<file path="src/rtl/useq_next_addr_ctl_if.sv">
// Bundles the pipeline-register next-address fields and the Am2911 sequencer
// control bus. The controller uses master; the sequencer side or a bench uses slave.
interface useq_next_addr_ctl_if #(
   parameter int ADDR_W = 12
);
   logic [3:0]        opcode;
   logic [ADDR_W-1:0] branch;
   logic [7:0]        cond_in;
   logic [2:0]        cond_sel;
   logic              cond_pol;

   logic              seq_s0;
   logic              seq_s1;
   logic              seq_zero;
   logic              seq_cin;
   logic              seq_re;
   logic              seq_fe;
   logic              seq_pup;
   logic [ADDR_W-1:0] seq_din;

   logic              cnt_zero;
   logic [2:0]        stk_depth;
   logic              stk_err;
   logic              illegal;
   logic              halted;

   modport master (
      input  opcode, branch, cond_in, cond_sel, cond_pol,
      output seq_s0, seq_s1, seq_zero, seq_cin, seq_re, seq_fe, seq_pup, seq_din,
      output cnt_zero, stk_depth, stk_err, illegal, halted
   );

   modport slave (
      output opcode, branch, cond_in, cond_sel, cond_pol,
      input  seq_s0, seq_s1, seq_zero, seq_cin, seq_re, seq_fe, seq_pup, seq_din,
      input  cnt_zero, stk_depth, stk_err, illegal, halted
   );
endinterface

</file>
<file path="src/rtl/useq_next_addr_ctl.sv">
// Next-address control for a cascade of Am2911 slices: opcode decode, condition
// test, loop counter and logical stack-depth tracking against the 4-deep file.
module useq_next_addr_ctl #(
   parameter int ADDR_W = 12,
   parameter int CNT_W  = 8
) (
   input  logic                  clock,
   input  logic                  reset,
   useq_next_addr_ctl_if.master  bus
);
   typedef enum logic {ST_INIT, ST_RUN} state_t;

   localparam logic [1:0] SRC_PC  = 2'b00;
   localparam logic [1:0] SRC_AR  = 2'b01;
   localparam logic [1:0] SRC_STK = 2'b10;
   localparam logic [1:0] SRC_D   = 2'b11;

   state_t           state;
   logic [CNT_W-1:0] cnt;
   logic [2:0]       depth;
   logic             err;

   logic       t, cnt_nz;
   logic [1:0] src;
   logic       zero_n, cin, re_n, fe_n, pup, hold, bad, cnt_ld, cnt_dec;

   assign t      = bus.cond_in[bus.cond_sel] ^ bus.cond_pol;
   assign cnt_nz = |cnt;

   always_comb begin
      src = SRC_PC; zero_n = 1'b1; cin = 1'b1; re_n = 1'b1; fe_n = 1'b1; pup = 1'b0;
      hold = 1'b0; bad = 1'b0; cnt_ld = 1'b0; cnt_dec = 1'b0;
      if (reset) begin
         zero_n = 1'b0;
         cin    = 1'b0;
      end else if (state == ST_INIT) begin
         // Present address 0 with carry so the sequencer PC lands on 1.
         zero_n = 1'b0;
      end else begin
         case (bus.opcode)
            4'h0: zero_n = 1'b0;
            4'h1: ;
            4'h2: src = SRC_D;
            4'h3: if (t) src = SRC_D;
            4'h4: if (t) begin src = SRC_D; fe_n = 1'b0; pup = 1'b1; end
            4'h5: begin src = SRC_STK; fe_n = 1'b0; end
            4'h6: if (t) begin src = SRC_STK; fe_n = 1'b0; end
            4'h7: cnt_ld = 1'b1;
            4'h8: if (cnt_nz) begin src = SRC_D; cnt_dec = 1'b1; end
            4'h9: begin fe_n = 1'b0; pup = 1'b1; end
            4'hA: begin
               // Loop back to the pushed top while counting; pop it on exit.
               if (cnt_nz) begin src = SRC_STK; cnt_dec = 1'b1; end
               else        fe_n = 1'b0;
            end
            4'hB: if (t) begin src = SRC_D; fe_n = 1'b0; end
            4'hC: re_n = 1'b0;
            4'hD: src = SRC_AR;
            4'hE: if (!t) begin cin = 1'b0; hold = 1'b1; end
            default: bad = 1'b1;
         endcase
      end
   end

   always_ff @(posedge clock) begin
      if (reset) begin
         state <= ST_INIT;
         cnt   <= '0;
         depth <= '0;
         err   <= 1'b0;
      end else if (state == ST_INIT) begin
         state <= ST_RUN;
      end else begin
         if (cnt_ld)       cnt <= bus.branch[CNT_W-1:0];
         else if (cnt_dec) cnt <= cnt - CNT_W'(1);
         // Depth saturates; the slice itself wraps, so any excursion is sticky.
         if (!fe_n) begin
            if (pup) begin
               if (depth == 3'd4) err   <= 1'b1;
               else               depth <= depth + 3'd1;
            end else begin
               if (depth == 3'd0) err   <= 1'b1;
               else               depth <= depth - 3'd1;
            end
         end
      end
   end

   assign bus.seq_s0    = src[0];
   assign bus.seq_s1    = src[1];
   assign bus.seq_zero  = zero_n;
   assign bus.seq_cin   = cin;
   assign bus.seq_re    = re_n;
   assign bus.seq_fe    = fe_n;
   assign bus.seq_pup   = pup;
   assign bus.seq_din   = bus.branch;
   assign bus.cnt_zero  = ~cnt_nz;
   assign bus.stk_depth = depth;
   assign bus.stk_err   = err;
   assign bus.illegal   = bad;
   assign bus.halted    = hold;
endmodule

</file>
<file path="src/flat_wrapper.sv">
// flat-port wrapper written by rule: the top's interface ports become plain ports
module useq_next_addr_ctl_flat 
#(
   parameter int ADDR_W = 12,
   parameter int CNT_W  = 8
)
  (clock, reset, bus_opcode, bus_branch, bus_cond_in, bus_cond_sel, bus_cond_pol, bus_seq_s0, bus_seq_s1, bus_seq_zero, bus_seq_cin, bus_seq_re, bus_seq_fe, bus_seq_pup, bus_seq_din, bus_cnt_zero, bus_stk_depth, bus_stk_err, bus_illegal, bus_halted);
  useq_next_addr_ctl_if #(.ADDR_W(ADDR_W)) bus_i ();
  input  logic clock;
  input  logic reset;
  input wire logic [$bits(bus_i.opcode)-1:0] bus_opcode;
  input wire logic [$bits(bus_i.branch)-1:0] bus_branch;
  input wire logic [$bits(bus_i.cond_in)-1:0] bus_cond_in;
  input wire logic [$bits(bus_i.cond_sel)-1:0] bus_cond_sel;
  input wire logic [$bits(bus_i.cond_pol)-1:0] bus_cond_pol;
  output wire logic [$bits(bus_i.seq_s0)-1:0] bus_seq_s0;
  output wire logic [$bits(bus_i.seq_s1)-1:0] bus_seq_s1;
  output wire logic [$bits(bus_i.seq_zero)-1:0] bus_seq_zero;
  output wire logic [$bits(bus_i.seq_cin)-1:0] bus_seq_cin;
  output wire logic [$bits(bus_i.seq_re)-1:0] bus_seq_re;
  output wire logic [$bits(bus_i.seq_fe)-1:0] bus_seq_fe;
  output wire logic [$bits(bus_i.seq_pup)-1:0] bus_seq_pup;
  output wire logic [$bits(bus_i.seq_din)-1:0] bus_seq_din;
  output wire logic [$bits(bus_i.cnt_zero)-1:0] bus_cnt_zero;
  output wire logic [$bits(bus_i.stk_depth)-1:0] bus_stk_depth;
  output wire logic [$bits(bus_i.stk_err)-1:0] bus_stk_err;
  output wire logic [$bits(bus_i.illegal)-1:0] bus_illegal;
  output wire logic [$bits(bus_i.halted)-1:0] bus_halted;
  assign bus_i.opcode = bus_opcode;
  assign bus_i.branch = bus_branch;
  assign bus_i.cond_in = bus_cond_in;
  assign bus_i.cond_sel = bus_cond_sel;
  assign bus_i.cond_pol = bus_cond_pol;
  assign bus_seq_s0 = bus_i.seq_s0;
  assign bus_seq_s1 = bus_i.seq_s1;
  assign bus_seq_zero = bus_i.seq_zero;
  assign bus_seq_cin = bus_i.seq_cin;
  assign bus_seq_re = bus_i.seq_re;
  assign bus_seq_fe = bus_i.seq_fe;
  assign bus_seq_pup = bus_i.seq_pup;
  assign bus_seq_din = bus_i.seq_din;
  assign bus_cnt_zero = bus_i.cnt_zero;
  assign bus_stk_depth = bus_i.stk_depth;
  assign bus_stk_err = bus_i.stk_err;
  assign bus_illegal = bus_i.illegal;
  assign bus_halted = bus_i.halted;
  useq_next_addr_ctl #(.ADDR_W(ADDR_W), .CNT_W(CNT_W)) u_core (.clock(clock), .reset(reset), .bus(bus_i));
endmodule
</file>
<file path="config.mk">
export PLATFORM = sky130hd
export DESIGN_NAME = useq_next_addr_ctl_flat
export DESIGN_NICKNAME = d
export VERILOG_FILES = /design/src/rtl/useq_next_addr_ctl_if.sv /design/src/rtl/useq_next_addr_ctl.sv /design/src/flat_wrapper.sv
export SDC_FILE = /design/constraint.sdc
export NUM_CORES = 1
export LEC_CHECK = 0
export CORE_MARGIN = 10
export CORE_UTILIZATION = 44
export DETAILED_ROUTE_END_ITERATION = 6
export PLACE_DENSITY = 0.95
export SETUP_SLACK_MARGIN = 0.05
export SLEW_MARGIN = 40
export SYNTH_ARGS = -nofsm -noshare
export SYNTH_HDL_FRONTEND = slang
export SYNTH_SLANG_ARGS = --single-unit
</file>
<file path="constraint.sdc">
create_clock -name clock -period 4 [get_ports clock]
set_clock_uncertainty 0.05 [all_clocks]
set_input_delay 0.4 -clock clock [delete_from_list [all_inputs] [get_ports clock]]
set_output_delay 0.4 -clock clock [all_outputs]
set_load 0.02 [all_outputs]
</file>
==> impl_metrics.json <==
{
  "crit_start": "bus_cond_sel[0]",
  "grtUsageTotal": 0.136,
  "place_area_sq_um": 1610,
  "grt.overflow.total": 0,
  "wl_per_cell_microns": 17.2,
  "cts_sinks": 13,
  "stdcell_area_sq_um": 1640,
  "antenna_left": 0,
  "htreeDepth": 1,
  "drv_cap": 0,
  "cts_buffers": 3,
  "postCtsSetupBuffers": 0,
  "cts_root_buffer": "clkbuf_4",
  "grt_pass1_vias": 1271,
  "ys.flop_type": "dfxtp_1",
  "area_growth_pct": 35.4,
  "via_per_inst": 6.05,
  "worstMarginPinSlew_ns": 0.515,
  "avgSynthCellArea_sq_um": 8.02,
  "grt_max_degree": 15,
  "grt_pass1_wl_microns": 6000,
  "required_ns": 3.55,
  "fin_crit_sh": 0.894,
  "slew_viol_final": 0,
  "antenna_found_initial": 0,
  "dr.pass1.iters": 4,
  "grt-busiest-layer": "met2",
  "drcViolationCount": 0,
  "coreArea_sq_um": 2540,
  "synth.cell_area_sq_um": 1210,
  "ys_warn_count": 0,
  "path_max_fanout": 6,
  "rows": 18,
  "diodes": 0,
  "wirelength_microns": 3710,
  "start_util": 0.476,
  "fp.dieH_microns": 72.5,
  "num_vias": 1301,
  "gr-usage-met2": 0.239,
  "io_pins": 56,
  "use_met1": 0.147,
  "ys_types": 50,
  "rsz0062_at_grt": "no",
  "fmax_mhz": 280,
  "insertion_delay_ns": 0.29,
  "power.density_nw_per_um2": 220,
  "hpwl_microns": 2950,
  "drive_above_1_share": 0.0703,
  "synth_edf_count": 0,
  "use_met3": 0.0313,
  "endpoint_kind": "output pin",
  "syn-instance-count": 151,
  "mappedNetlistNets": 184,
  "ys_ff_latch": 13,
  "p_leak_uw": 0.000588,
  "min_period_ns": 3.57,
  "finalNetCount": 219,
  "cts_tree": "yes",
  "peakVddDrop_v": 0.000181,
  "relSlewSlack": 0.654,
  "hold_start": "u_core.bus.stk_err",
  "drt_iter0_drc": 87,
  "synth_seq_area_share": 0.215,
  "hp-class": "flip-flop to flip-flop",
  "worstSetupPathType": "primary input to output pin",
  "crit_arrival_ns": 3.12,
  "setup_viol": 0,
  "io_buffers": 47,
  "hold_violations": 0,
  "cts_hold_buf": 0,
  "r2r-start": "u_core.state",
  "setup-tns-final_ns": 0,
  "die_w_microns": 72.5,
  "clkTransAtPathRegs_ns": 0.08,
  "place.gp.congestion": 0.832,
  "async_flop_share": 0,
  "cts_resized": 0,
  "clock_path_buffers": 2,
  "crit_path_start_kind": "primary input",
  "die-area_sq_um": 5250,
  "outcome": "completed"
}
layer usage:
metal / share of wire / up-vias / wire (microns)
met2: 0.53 / 59 / 1950
met1: 0.38 / 607 / 1400
met3: 0.069 / 9 / 257
met4: 0.028 / 0 / 102
li1: - / 626 / -
met5: 0 / - / 0
through the flow:
stage | power, uW | hold slack [ns] | instances | worst slack (ns) | util
floorplan | 228 | 0.407 | 151 | 1.20 | -
detailed placement | 277 | 0.420 | 211 | 0.425 | 0.634
finish | 361 | 0.444 | 215 | 0.426 | 0.645
global route | 374 | 0.465 | 215 | 0.310 | 0.645
global placement | 273 | 0.416 | 211 | 0.539 | 0.634
CTS | 359 | 0.442 | 215 | 0.418 | 0.645
layout make-up:
class | instances | area, sq um
Inverter | 5 | 18.8
Fill cell | 227 | 905
Multi-Input combinational cell | 115 | 820
Tap cell | 30 | 37.5
Timing Repair Buffer | 48 | 478
Clock buffer | 4 | 26.3
Sequential cell | 13 | 260
synth_stat cells (2+ instances only):
library cell | count | share of area
a211oi_1 | 5 | 0.031
a21o_1 | 2 | 0.012
a21oi_1 | 10 | 0.041
a22oi_1 | 2 | 0.012
a311o_1 | 2 | 0.017
a31o_2 | 2 | 0.014
and3_1 | 2 | 0.010
buf_4 | 12 | 0.074
clkbuf_1 | 5 | 0.015
dfxtp_1 | 13 | 0.21
ha_1 | 2 | 0.021
inv_1 | 5 | 0.015
nand2_1 | 11 | 0.034
nand2b_1 | 5 | 0.026
nand3_1 | 2 | 0.0083
nand3b_1 | 2 | 0.012
nor2_1 | 16 | 0.050
nor2b_1 | 3 | 0.015
nor3_1 | 6 | 0.025
nor3b_1 | 3 | 0.019
nor4_1 | 2 | 0.010
o211ai_1 | 2 | 0.012
o21ai_0 | 7 | 0.029
xnor2_1 | 4 | 0.029
critical path, stage by stage:
cell	delay, ns
clkdlybuf4s50_1	0.53
mux4_1	0.62
mux2i_4	0.18
xnor2_2	0.24
a21oi_1	0.18
o21ai_0	0.19
and3_1	0.19
clkdlybuf4s50_1	0.61
cell families after synthesis:
logic type / after synthesis / synth area share
xor gates and xnor gates: 5 / 0.0424
buffers and inverters: 23 / 0.108
muxes: 4 / 0.0672
adders and majority gates: 3 / 0.0372
AOI/OAI and AO/OA: 46 / 0.284
and+or+nand+nor: 57 / 0.246
DFF: 13 / 0.215
final timing paths:
kind                                                 to  slack [ns]  depth (start not counted)
worst min register to register       u_core.bus.stk_err        0.44                          1
worst min-delay path                 u_core.bus.stk_err        0.44                          1
worst max register to register  u_core.bus.stk_depth[2]        1.18                          8
worst max-delay path                         bus_seq_s0        0.43                          8
registers in the layout, summed over array words and instances (netlist names):
| register | cells |
|---|---|
| u_core.cnt | 8 |
| u_core.bus.stk_depth | 3 |
| u_core.state | 1 |
| u_core.bus.stk_err | 1 |
cells in the final DEF, fill, tap and decap left out, types with 3 or more instances in the layout:
cell type	count
clkdlybuf4s50_1	47
nor2_1	16
dfxtp_1	13
nand2_1	11
a21oi_1	10
o21ai_0	7
nor3_1	6
inv_1	5
nand2b_1	5
a211oi_1	5
xnor2_1	4
nor2b_1	3
nor3b_1	3
clkbuf_4	3
report_power, final:
part / total, uW / switching (uW) / internal (uW)
clock: 85.5 / 46.7 / 38.8
combinational: 138 / 69.3 / 68.8
sequential: 137 / 4.02 / 133
(Power assumes the default switching activity.)
